File: src/rtl/pipe_pkg.sv
// Shared pipeline-register widths, occupancy encodings and slot-state type.
package pipe_pkg;

  localparam int unsigned D2E_CTRL_W = 8;
  localparam int unsigned D2E_DATA_W = 101;
  localparam int unsigned E2M_CTRL_W = 8;
  localparam int unsigned E2M_DATA_W = 101;
  localparam int unsigned M2W_CTRL_W = 8;
  localparam int unsigned M2W_DATA_W = 101;

  localparam int unsigned OCC_W = 2;
  localparam logic [OCC_W-1:0] OCC_EMPTY = 2'd0;
  localparam logic [OCC_W-1:0] OCC_ONE   = 2'd1;
  localparam logic [OCC_W-1:0] OCC_FULL  = 2'd2;

  // State encoding doubles as the occupancy count.
  typedef enum logic [OCC_W-1:0] {
    ST_EMPTY = OCC_EMPTY,
    ST_ONE   = OCC_ONE,
    ST_FULL  = OCC_FULL
  } slot_state_t;

endpackage

File: src/rtl/pipe_slot.sv
// One pipeline entry: valid + ctrl + data, with load and clear; invalid entries hold zero payload.
module pipe_slot #(
  parameter int unsigned CTRL_W = 8,
  parameter int unsigned DATA_W = 101
) (
  input  logic              clk,
  input  logic              reset,
  input  logic              clr,
  input  logic              ld,
  input  logic              valid_in,
  input  logic [CTRL_W-1:0] ctrl_in,
  input  logic [DATA_W-1:0] data_in,
  output logic              valid_o,
  output logic [CTRL_W-1:0] ctrl_o,
  output logic [DATA_W-1:0] data_o
);

  logic              valid_d, valid_q;
  logic [CTRL_W-1:0] ctrl_d, ctrl_q;
  logic [DATA_W-1:0] data_d, data_q;

  // Next entry value: clear beats load, otherwise hold.
  always_comb begin
    valid_d = valid_q;
    ctrl_d  = ctrl_q;
    data_d  = data_q;
    if (clr) begin
      valid_d = 1'b0;
      ctrl_d  = '0;
      data_d  = '0;
    end else if (ld) begin
      valid_d = valid_in;
      ctrl_d  = valid_in ? ctrl_in : '0;
      data_d  = valid_in ? data_in : '0;
    end
  end

  // Entry register with synchronous reset.
  always_ff @(posedge clk) begin
    if (reset) begin
      valid_q <= 1'b0;
      ctrl_q  <= '0;
      data_q  <= '0;
    end else begin
      valid_q <= valid_d;
      ctrl_q  <= ctrl_d;
      data_q  <= data_d;
    end
  end

  assign valid_o = valid_q;
  assign ctrl_o  = ctrl_q;
  assign data_o  = data_q;

endmodule

File: src/rtl/pipe_stage_reg.sv
// Generic inter-stage register with valid/ready handshake, flush and optional skid entry.
module pipe_stage_reg
  import pipe_pkg::*;
#(
  parameter int unsigned CTRL_W = 8,
  parameter int unsigned DATA_W = 101,
  parameter int unsigned SKID   = 1
) (
  input  logic              clk,
  input  logic              reset,
  input  logic              flush,
  input  logic              in_valid,
  output logic              in_ready,
  input  logic [CTRL_W-1:0] in_ctrl,
  input  logic [DATA_W-1:0] in_data,
  output logic              out_valid,
  input  logic              out_ready,
  output logic [CTRL_W-1:0] out_ctrl,
  output logic [DATA_W-1:0] out_data,
  output logic [OCC_W-1:0]  occupancy
);

  slot_state_t state_d, state_q;
  logic        in_ready_d, in_ready_q;
  logic        accept_c, deliver_c;

  logic              main_ld_c, main_vin_c;
  logic [CTRL_W-1:0] main_ctrl_in_c;
  logic [DATA_W-1:0] main_data_in_c;
  logic              skid_ld_c, skid_vin_c;
  logic [CTRL_W-1:0] skid_ctrl_in_c;
  logic [DATA_W-1:0] skid_data_in_c;

  logic              skid_valid;
  logic [CTRL_W-1:0] skid_ctrl;
  logic [DATA_W-1:0] skid_data;

  assign accept_c  = in_valid & in_ready;
  assign deliver_c = out_valid & out_ready;

  // Occupancy FSM and slot load steering; skid entry is always older than the input.
  always_comb begin
    state_d        = state_q;
    main_ld_c      = 1'b0;
    main_vin_c     = 1'b0;
    main_ctrl_in_c = '0;
    main_data_in_c = '0;
    skid_ld_c      = 1'b0;
    skid_vin_c     = 1'b0;
    skid_ctrl_in_c = '0;
    skid_data_in_c = '0;
    case (state_q)
      ST_EMPTY: begin
        if (accept_c) begin
          main_ld_c      = 1'b1;
          main_vin_c     = 1'b1;
          main_ctrl_in_c = in_ctrl;
          main_data_in_c = in_data;
          state_d        = ST_ONE;
        end
      end
      ST_ONE: begin
        if (accept_c && deliver_c) begin
          main_ld_c      = 1'b1;
          main_vin_c     = 1'b1;
          main_ctrl_in_c = in_ctrl;
          main_data_in_c = in_data;
        end else if (accept_c) begin
          skid_ld_c      = 1'b1;
          skid_vin_c     = 1'b1;
          skid_ctrl_in_c = in_ctrl;
          skid_data_in_c = in_data;
          state_d        = ST_FULL;
        end else if (deliver_c) begin
          main_ld_c = 1'b1;
          state_d   = ST_EMPTY;
        end
      end
      ST_FULL: begin
        if (deliver_c) begin
          main_ld_c      = 1'b1;
          main_vin_c     = skid_valid;
          main_ctrl_in_c = skid_ctrl;
          main_data_in_c = skid_data;
          skid_ld_c      = 1'b1;
          state_d        = ST_ONE;
        end
      end
      default: state_d = ST_EMPTY;
    endcase
    if (flush) state_d = ST_EMPTY;
    in_ready_d = (state_d != ST_FULL);
  end

  // State and registered in_ready; reset overrides everything.
  always_ff @(posedge clk) begin
    if (reset) begin
      state_q    <= ST_EMPTY;
      in_ready_q <= 1'b1;
    end else begin
      state_q    <= state_d;
      in_ready_q <= in_ready_d;
    end
  end

  pipe_slot #(.CTRL_W(CTRL_W), .DATA_W(DATA_W)) u_main (
    .clk      (clk),
    .reset    (reset),
    .clr      (flush),
    .ld       (main_ld_c),
    .valid_in (main_vin_c),
    .ctrl_in  (main_ctrl_in_c),
    .data_in  (main_data_in_c),
    .valid_o  (out_valid),
    .ctrl_o   (out_ctrl),
    .data_o   (out_data)
  );

  // Skid entry and in_ready source depend on the configuration.
  generate
    if (SKID != 0) begin : g_skid
      pipe_slot #(.CTRL_W(CTRL_W), .DATA_W(DATA_W)) u_skid (
        .clk      (clk),
        .reset    (reset),
        .clr      (flush),
        .ld       (skid_ld_c),
        .valid_in (skid_vin_c),
        .ctrl_in  (skid_ctrl_in_c),
        .data_in  (skid_data_in_c),
        .valid_o  (skid_valid),
        .ctrl_o   (skid_ctrl),
        .data_o   (skid_data)
      );
      assign in_ready = in_ready_q;
    end else begin : g_noskid
      logic unused_skid;
      assign skid_valid  = 1'b0;
      assign skid_ctrl   = '0;
      assign skid_data   = '0;
      assign unused_skid = ^{skid_ld_c, skid_vin_c, skid_ctrl_in_c, skid_data_in_c, in_ready_q};
      assign in_ready    = ~out_valid | out_ready;
    end
  endgenerate

  assign occupancy = OCC_W'(state_q);

endmodule

File: config.mk
export PLATFORM = sky130hd
export DESIGN_NAME = pipe_stage_reg
export DESIGN_NICKNAME = d
export VERILOG_FILES = /design/src/rtl/pipe_pkg.sv /design/src/rtl/pipe_slot.sv /design/src/rtl/pipe_stage_reg.sv
export SDC_FILE = /design/constraint.sdc
export NUM_CORES = 1
export LEC_CHECK = 0
export ABC_AREA = 1
export BUFFER_PORTS_ARGS = -buffer_cell sky130_fd_sc_hd__buf_4
export CORE_AREA = 2 2 185 169
export CTS_CLUSTER_SIZE = 30
export DETAILED_ROUTE_END_ITERATION = 8
export DIE_AREA = 0 0 187 171
export SKIP_LAST_GASP = 1
export SYNTH_ARGS = -nofsm -noshare
export SYNTH_HDL_FRONTEND = slang
export SYNTH_SLANG_ARGS = --single-unit
export TNS_END_PERCENT = 30
File: constraint.sdc
create_clock -name clk -period 2.25 [get_ports clk]
set_input_delay 0.45 -clock clk [delete_from_list [all_inputs] [get_ports clk]]
set_output_delay 0.45 -clock clk [all_outputs]
set_load 0.03 [all_outputs]
# [Word level (Yosys, flattened, before mapping)]
# Index checks and enable logic that the tools add are counted.
[word_totals] memories=0 latchBits=0 regBits=223 mem_bits_rw=0 mem_bits_ro=0 in_bits=114 word_cells=50
[classes] n_bitwise=2 muxes=34 order_cmp=0 n_addsub=0 n_div=0 shifts=0 n_reduce_logical=3 eq_ne=3 n_mul=0
[op_table] operator="$mux W101" count=7
[op_table] operator="$pmux W101 S3" count=1
[op_table] operator="$mux W8" count=7
[op_table] operator="$pmux W8 S3" count=1
[op_table] operator="$mux W2" count=6
[op_table] operator="$mux W1" count=8
[op_table] operator="$pmux W1 S3" count=2
[op_table] operator="$pmux W2 S3" count=1
[op_table] operator="$and A1 B1 Y1" count=2
[op_table] operator="$eq A2 B1 Y1 const B" count=1
[op_table] operator="$eq A2 B2 Y1 const B" count=1
[op_table] operator="$logic_not A2 Y1" count=1
[op_table] operator="$ne A2 B2 Y1 const B" count=1
[op_table] operator="$pmux W1 S2" count=1
[op_table] operator="$reduce_or A2 Y1" count=1
[op_table] operator="$logic_and A1 B1 Y1" count=1

# [Depth between registers and ports, before layout]
# Gate-level depths: netlist of run 1.
[logic_depth] ltp_word=7 mapped_depth=11 mapped_depth_nobuf=9

# [Hierarchy]
# From an unflattened synthesis of run 1, not the netlist that was laid out.
[unflattened] cells_unflattened=1625 hier_area_um2=11691.2
[modules_own_cells] mod="pipe_slot" cells_per_inst=490 seq_area_each_um2=2202.1 area_per_inst_um2=4455.5 n_inst=2
[modules_own_cells] mod="pipe_stage_reg" cells_per_inst=645 seq_area_each_um2=60.1 area_per_inst_um2=2780.2 n_inst=1

# [Worst setup path after synthesis of run 1]
# No wires, ideal clock.
[synth_path] path_kind="register -> register" startpoint="register state_q[0], in the netlist occupancy[0]" endpoint="register g_skid.u_skid.data_q[53], in the netlist g_skid.u_skid.data_o[53]" setup_time_ps=70 slack_ps=420 path_stages_with_launch=11 arrival_time_ps=1760 t_required_ps=2180 period_less_slack_ps=1830 n_path_buf=3 cell_sequence="dfxtp_1 > inv_1 > ha_1 > inv_1 > nor2_2 > buf_4 > nand2_1 > buf_4 > buf_2 > nand3_1 > a21oi_1"
[synth_via] elab_chain_cells=3
[synth_lines] element="start: declaration" line_no="pipe_stage_reg.sv:23" source="slot_state_t state_d, state_q;"
[synth_lines] element="start signal: assignment" line_no="pipe_stage_reg.sv:101" source="state_q <= state_d;"
[synth_lines] element="$eq A2 B1 Y1" line_no="pipe_stage_reg.sv:52" source="case (state_q)"
[synth_lines] element="$mux W101 or $mux W1 (tied branches)" line_no="pipe_stage_reg.sv:52"
[synth_lines] element="$mux W101" line_no="pipe_slot.sv:34" source="data_d = valid_in ? data_in : '0;"
[synth_lines] element="end signal: assignment" line_no="pipe_slot.sv:47" source="data_q <= data_d;"
[synth_lines] element="end: declaration" line_no="pipe_slot.sv:20" source="logic [DATA_W-1:0] data_d, data_q;"
# Several ways; a longest one is shown, not always the timed one.
# A chain may end at the register's enable or synchronous reset.

# [Worst setup path after layout of run 1]
[layout_path] startpoint="register state_q[0], in the netlist occupancy[0]" endpoint="register u_main.data_q[29], in the netlist u_main.data_o[29]"
[layout_via] elab_chain_cells=3
[layout_lines] element="$eq A2 B2 Y1, or another cell as far along" line_no="pipe_stage_reg.sv:52"
[layout_lines] element="$pmux W101 S3 or $pmux W1 S3 (tied branches)" line_no="pipe_stage_reg.sv:52"
[layout_lines] element="$mux W101" line_no="pipe_slot.sv:34"
[layout_lines] element="end signal: assignment" line_no="pipe_slot.sv:47"
[layout_lines] element="end: declaration" line_no="pipe_slot.sv:20"
# Several ways; a longest one is shown, not always the timed one.

==> impl_metrics.yaml, run 1 <==
worst_setup_path:
  cp-start-kind: "flop"
  end_kind: "flop"
  path_cells: "inv_1 > ha_1 > o21ai_0 > o21ai_1 > nand2_4 > buf_12 > nand2_1 > a21oi_1"
  path_max_fanout: 37
  max_stage_delay_ns: 0.43
  worstPathArrival_ns: 2.46
  crit_path_top_delay_cell: "dfxtp_1"
  path_class: "flop to flop"
  r2r_slack_ns: 0.24
  cp.required_ns: 2.70
global_route:
  grt_pass1_wl_mm: 49.8
  overflow: 0
  grt_pass1_vias: 9306
  grt_max_degree: 113
  grt.total_usage_pct: 18.9
  antenna_found_initial: 1
die:
  die-area_um2: 32000
  core_area_um2: 30300
  ios: 227
  fp.dieW_um: 187
  placementRows: 61
  die_h_um: 171
  start_util_pct: 32.2
synth:
  synth_top_area_share_pct: 45.8
  syn-num-nets: 1511
  ys_types: 16
  synth-seq-cells: 223
  synthCells: 1393
  yosysSeqAreaShare_pct: 45.8
  syn_avg_cell_area_um2: 7.00
  syn_area_um2: 9760
  yosysWarnings: 0
  netlist_top_cells_area: "dfxtp_1, nand2_1, nand3_1, a21oi_1, buf_2"
  synth_top_cell_by_area: "dfxtp_1"
layout:
  num-nets-final: 1660
  drive_gt1_share_pct: 19.5
  diodes: 0
  final_cell_mix: "nand2_1, nand3_1, buf_4"
  final_common_cell: "nand2_1"
  design_area_um2: 12700
  final_util_pct: 41.8
  syn_to_final_growth_pct: 29.9
detailed_routing:
  num_vias: 9955
  viasPerCell: 5.06
  ant_nets: 0
  dr.pass1.iters: 5
  wire_per_inst_um: 16.1
  drc_errors: 0
  drt_wl_total_mm: 31.6
  drtIter0Drc: 655
clock_tree:
  numCtsBuffers: 26
  htree_levels: 1
  cts_buffer_depth: 3
  cts_tree: "yes"
  ctsHoldBuffers: 0
  post_cts_resized: 0
  clkSinkCount: 223
  clock_latency_ns: 0.53
  cts.clk_slew.worst_paths_ns: 0.06
  postCtsSetupBuffers: 0
  root_buffer: "clkbuf_16"
place:
  port_buffers: 226
  placedInstanceArea_um2: 11800
  gp_congestion: 0.785
  dp_hpwl_mm: 18.8
worst_hold_path:
  hp-class: "input port to flop"
run_status:
  outcome: "complete, no violations"
timing:
  finalSetupViolCount: 0
  whs_ns: 0.191
  finalHoldViolCount: 0
  post-route-min-period_ns: 2.01
  rsz0062_at_grt: "false"
  fmax_mhz: 497
  fin_skew_ns: 0.00671
  worstMarginPinSlew_ns: 0.597
  finalMaxSlewViolations: 0
  slew_headroom_pct: 60.2
  finalCritPeriodShare_pct: 89.4
  fin_tns_setup_ns: 0
run:
  drv_cap: 0
pwr:
  p_leak_nw: 5.03
  ir_worst_vdd_v: 0.000493
  power_density_nw_per_um2: 724
  report.power.total_mw: 9.17
-- power breakdown --
group	leakage [nW]	internal (mW)	switching (mW)
Sequential	1.80	3.99	0.0270
Clock	0.423	2.57	1.67
Combinational	2.80	0.350	0.566
Total	5.03	6.91	2.26
-- per-layer routing --
layer / up-vias / track usage [%] / routed length (µm)
met5: - / 0 / 15
met4: 2 / 4.80 / 686
met3: 43 / 3.61 / 2100
met2: 323 / 31.4 / 14600
met1: 4652 / 25.3 / 14200
li1: 4935 / - / -
-- synth_stat cells --
library cell  number
a21oi_1          221
buf_2             81
buf_4              6
buf_6              4
clkbuf_1          40
dfxtp_1          223
ha_1               4
inv_1              9
inv_2              3
nand2_1          458
nand2_2            1
nand3_1          332
nand3_2            1
nor2_1             3
nor2_2             2
o21ai_0            5
-- final cells by class --
| cell class | count | area, µm² |
|---|---|---|
| fill | 3141 | 17600 |
| multi-input combinational | 1028 | 4650 |
| sequential | 223 | 4460 |
| timing repair buffer | 251 | 2140 |
| clock buffer | 37 | 763 |
| tap | 409 | 512 |
| clock inverter | 7 | 88.8 |
| inverter | 12 | 57.6 |
-- worst paths after layout --
path | from | to | cells past startpoint
worst max-delay path | occupancy[0]$_SDFF_PP0_ | u_main.data_o[29]$_SDFFE_PP0P_ | 8
worst min-delay path | in_data[24] | g_skid.u_skid.data_o[24]$_SDFFE_PP0P_ | 3
worst max register to register | occupancy[0]$_SDFF_PP0_ | u_main.data_o[29]$_SDFFE_PP0P_ | 8
worst min register to register | u_main.data_o[87]$_SDFFE_PP0P_ | u_main.data_o[87]$_SDFFE_PP0P_ | 2
-- stage by stage --
stage / setup WS, ns / cells
after floorplan: 0.420 / 1393
after global placement: 0.270 / 1922
after detailed placement: 0.213 / 1922
after CTS: 0.188 / 1966
after global routing: 0.0255 / 1967
final: 0.238 / 1967
-- registers in the layout (all words and copies together), names as in the netlist --
signal and cells:
u_main.valid_o 1, occupancy 2, g_skid.u_skid.ctrl_o 8, u_main.data_o 101, g_skid.u_skid.valid_o 1, g_skid.u_skid.data_o 101, u_main.ctrl_o 8, in_ready 1
-- cells by family (layout without fill, tap and decap cells) --
logic type | after synthesis | in the layout | share of synthesized area (%)
and+or+nand+nor | 797 | 798 | 35.1
AOI/OAI and AO/OA | 226 | 226 | 11.6
DFF | 223 | 223 | 45.8
buffers and inverters | 143 | 307 | 7.08
adders and majority gates | 4 | 4 | 0.513
-- critical path, delay by kind of cell, from the launching register on --
kind / cells / cell delay (ns)
AO/OA/AOI/OAI: 3 / 0.50
adder cells (fa/ha/maj): 1 / 0.25
buffers and inverters: 2 / 0.36
flip-flops: 1 / 0.43
AND/OR/NAND/NOR: 2 / 0.37
Power figures use the tool's default switching activity.
==> run 2, diff against run 1 <==
--- a/config.mk
+++ b/config.mk
@@ -11,6 +11,7 @@
 export CTS_CLUSTER_SIZE = 30
 export DETAILED_ROUTE_END_ITERATION = 8
 export DIE_AREA = 0 0 187 171
+export PLACE_DENSITY = 0.62
 export SKIP_LAST_GASP = 1
 export SYNTH_ARGS = -nofsm -noshare
 export SYNTH_HDL_FRONTEND = slang
==> run 2 against run 1 <==
Clock-buffer cell count rose by 3; non-clock buffer count decreased by 2; hold slack lost 0.0023 ns; global-route usage shrank 0.31 points; largest cell class unchanged; clock skew rose by 0.0039 ns; highest routed layer unchanged; largest power group unchanged; total power down 0.34%.
==> impl_metrics.yaml, run 2 (same netlist as run 1, synthesis figures left out) <==
run:
  drv_cap: 0
timing:
  fin_tns_setup_ns: 0
  finalWorstSetupSlack_ns: 0.216
  rsz0062_at_grt: "false"
  fmax_mhz: 492
  finalCritPeriodShare_pct: 90.4
  slew_headroom_pct: 64.2
  finalMaxSlewViolations: 0
  fin_skew_ns: 0.0106
  post-route-min-period_ns: 2.03
  worstMarginPinSlew_ns: 0.537
  finalHoldViolCount: 0
  finalSetupViolCount: 0
worst_setup_path:
  crit_top_cell: "o21ai_0"
  r2r_end: "u_main.data_o[41]$_SDFFE_PP0P_"
  path_max_fanout: 65
  crit_path_top_delay_cell: "dfxtp_1"
  r2r_slack_ns: 0.22
  reg2reg_depth: 8
  path_delay_family: "compound AO/OA/AOI/OAI gates"
  cp-start-kind: "flop"
  max_stage_delay_ns: 0.43
  path_buf_inv: 2
  path_class: "flop to flop"
  end_kind: "flop"
  cp.required_ns: 2.71
  reg2reg_from: "occupancy[0]$_SDFF_PP0_"
  path_cells: "inv_1 > ha_1 > o21ai_0 > o21ai_0 > nand2_4 > buf_16 > nand2_1 > a21oi_1"
  worstPathArrival_ns: 2.49
global_route:
  grt_pass1_wl_mm: 49.3
  antenna_found_initial: 1
  grt.total_usage_pct: 18.6
  grt_pass1_vias: 9286
  overflow: 0
  grt_max_degree: 111
detailed_routing:
  viasPerCell: 5.02
  drc_errors: 0
  wire_per_inst_um: 15.5
  drtIter0Drc: 664
  dr.pass1.iters: 5
  ant_nets: 0
  drt_wl_total_mm: 30.5
  num_vias: 9869
place:
  gp_congestion: 0.765
  pre_cts_ws_ns: 0.242
  dp_hpwl_mm: 18.4
  port_buffers: 226
clock_tree:
  root_buffer: "clkbuf_16"
  clock_latency_ns: 0.53
  postCtsSetupBuffers: 0
  cts_tree: "yes"
  clkSinkCount: 223
  post_cts_resized: 0
  cts_buffer_depth: 3
  numCtsBuffers: 26
  htree_levels: 1
  ctsHoldBuffers: 0
  cts.clk_slew.worst_paths_ns: 0.06
die:
  core_area_um2: 30300
  ios: 227
  placementRows: 61
  die_h_um: 171
  die-area_um2: 32000
  fp.dieW_um: 187
  start_util_pct: 32.2
layout:
  syn_to_final_growth_pct: 29.6
  num-nets-final: 1657
  drive_gt1_share_pct: 19.5
  final_common_cell: "nand2_1"
  final_util_pct: 41.7
  final_cell_mix: "nand2_1, nand3_1, buf_4"
  diodes: 0
pwr:
  power_density_nw_per_um2: 723
  ir_worst_vdd_v: 0.000490
  p_leak_nw: 5.01
run_status:
  outcome: "complete, no violations"
worst_hold_path:
  hold_path_startpoint: "in_data[11]"
  whs_endpoint: "g_skid.u_skid.data_o[11]$_SDFFE_PP0P_"
  hold_depth: 3
  hp-class: "input port to flop"
## run 2: layer usage
layer	global-route usage (%)	share of wire, %	vias to the layer above	wire, µm
li1	-	-	4924	-
met1	24.5	44	4567	13500
met2	30.4	46	324	14000
met3	3.71	7.1	52	2170
met4	6.49	2.8	2	846
met5	0	0.036	-	11
## run 2: worst min-delay path, delay by kind of cell
family / cells / cell delay (ns)
AO/OA/AOI/OAI: 1 / 0.05
buffers and inverters: 1 / 0.11
AND/OR/NAND/NOR: 1 / 0.05
## run 2: final cells by class
cell class / count / area (µm²)
Clock buffer: 40 / 805
Clock inverter: 6 / 57.6
Fill cell: 3153 / 17700
Inverter: 12 / 56.3
Multi-Input combinational cell: 1027 / 4640
Sequential cell: 223 / 4460
Tap cell: 409 / 512
Timing Repair Buffer: 249 / 2100
## run 2: per-stage QoR
stage	total power [mW]	area (µm²)	instances	hold WS, ns
2_1_floorplan	4.61	9760	1393	0.445
3_3_place_gp	5.01	11800	1920	0.455
3_5_place_dp	5.01	11800	1920	0.457
4_1_cts	9.28	12600	1966	0.162
5_1_grt	9.51	12600	1966	0.174
6_report	9.14	12600	1966	0.189
## run 2: report_power, final
part	switching, mW	leakage [nW]	internal, mW
combinational	0.561	2.78	0.345
clock	1.66	0.426	2.55
sequential	0.0261	1.80	3.99
total	2.25	5.01	6.89
## run 2: how the worst max path moves through the flow
stage	from	end	slack [ns]	depth (start not counted)
after floorplan	occupancy[0]$_SDFF_PP0_	g_skid.u_skid.data_o[53]$_SDFFE_PP0P_	0.42	10
after global placement	in_valid	u_main.data_o[13]$_SDFFE_PP0P_	0.38	8
after detailed placement	occupancy[0]$_SDFF_PP0_	u_main.data_o[50]$_SDFFE_PP0P_	0.24	8
after CTS	occupancy[0]$_SDFF_PP0_	u_main.data_o[75]$_SDFFE_PP0P_	0.20	8
after global routing	occupancy[0]$_SDFF_PP0_	u_main.data_o[75]$_SDFFE_PP0P_	0.009	8
final	occupancy[0]$_SDFF_PP0_	u_main.data_o[41]$_SDFFE_PP0P_	0.22	8
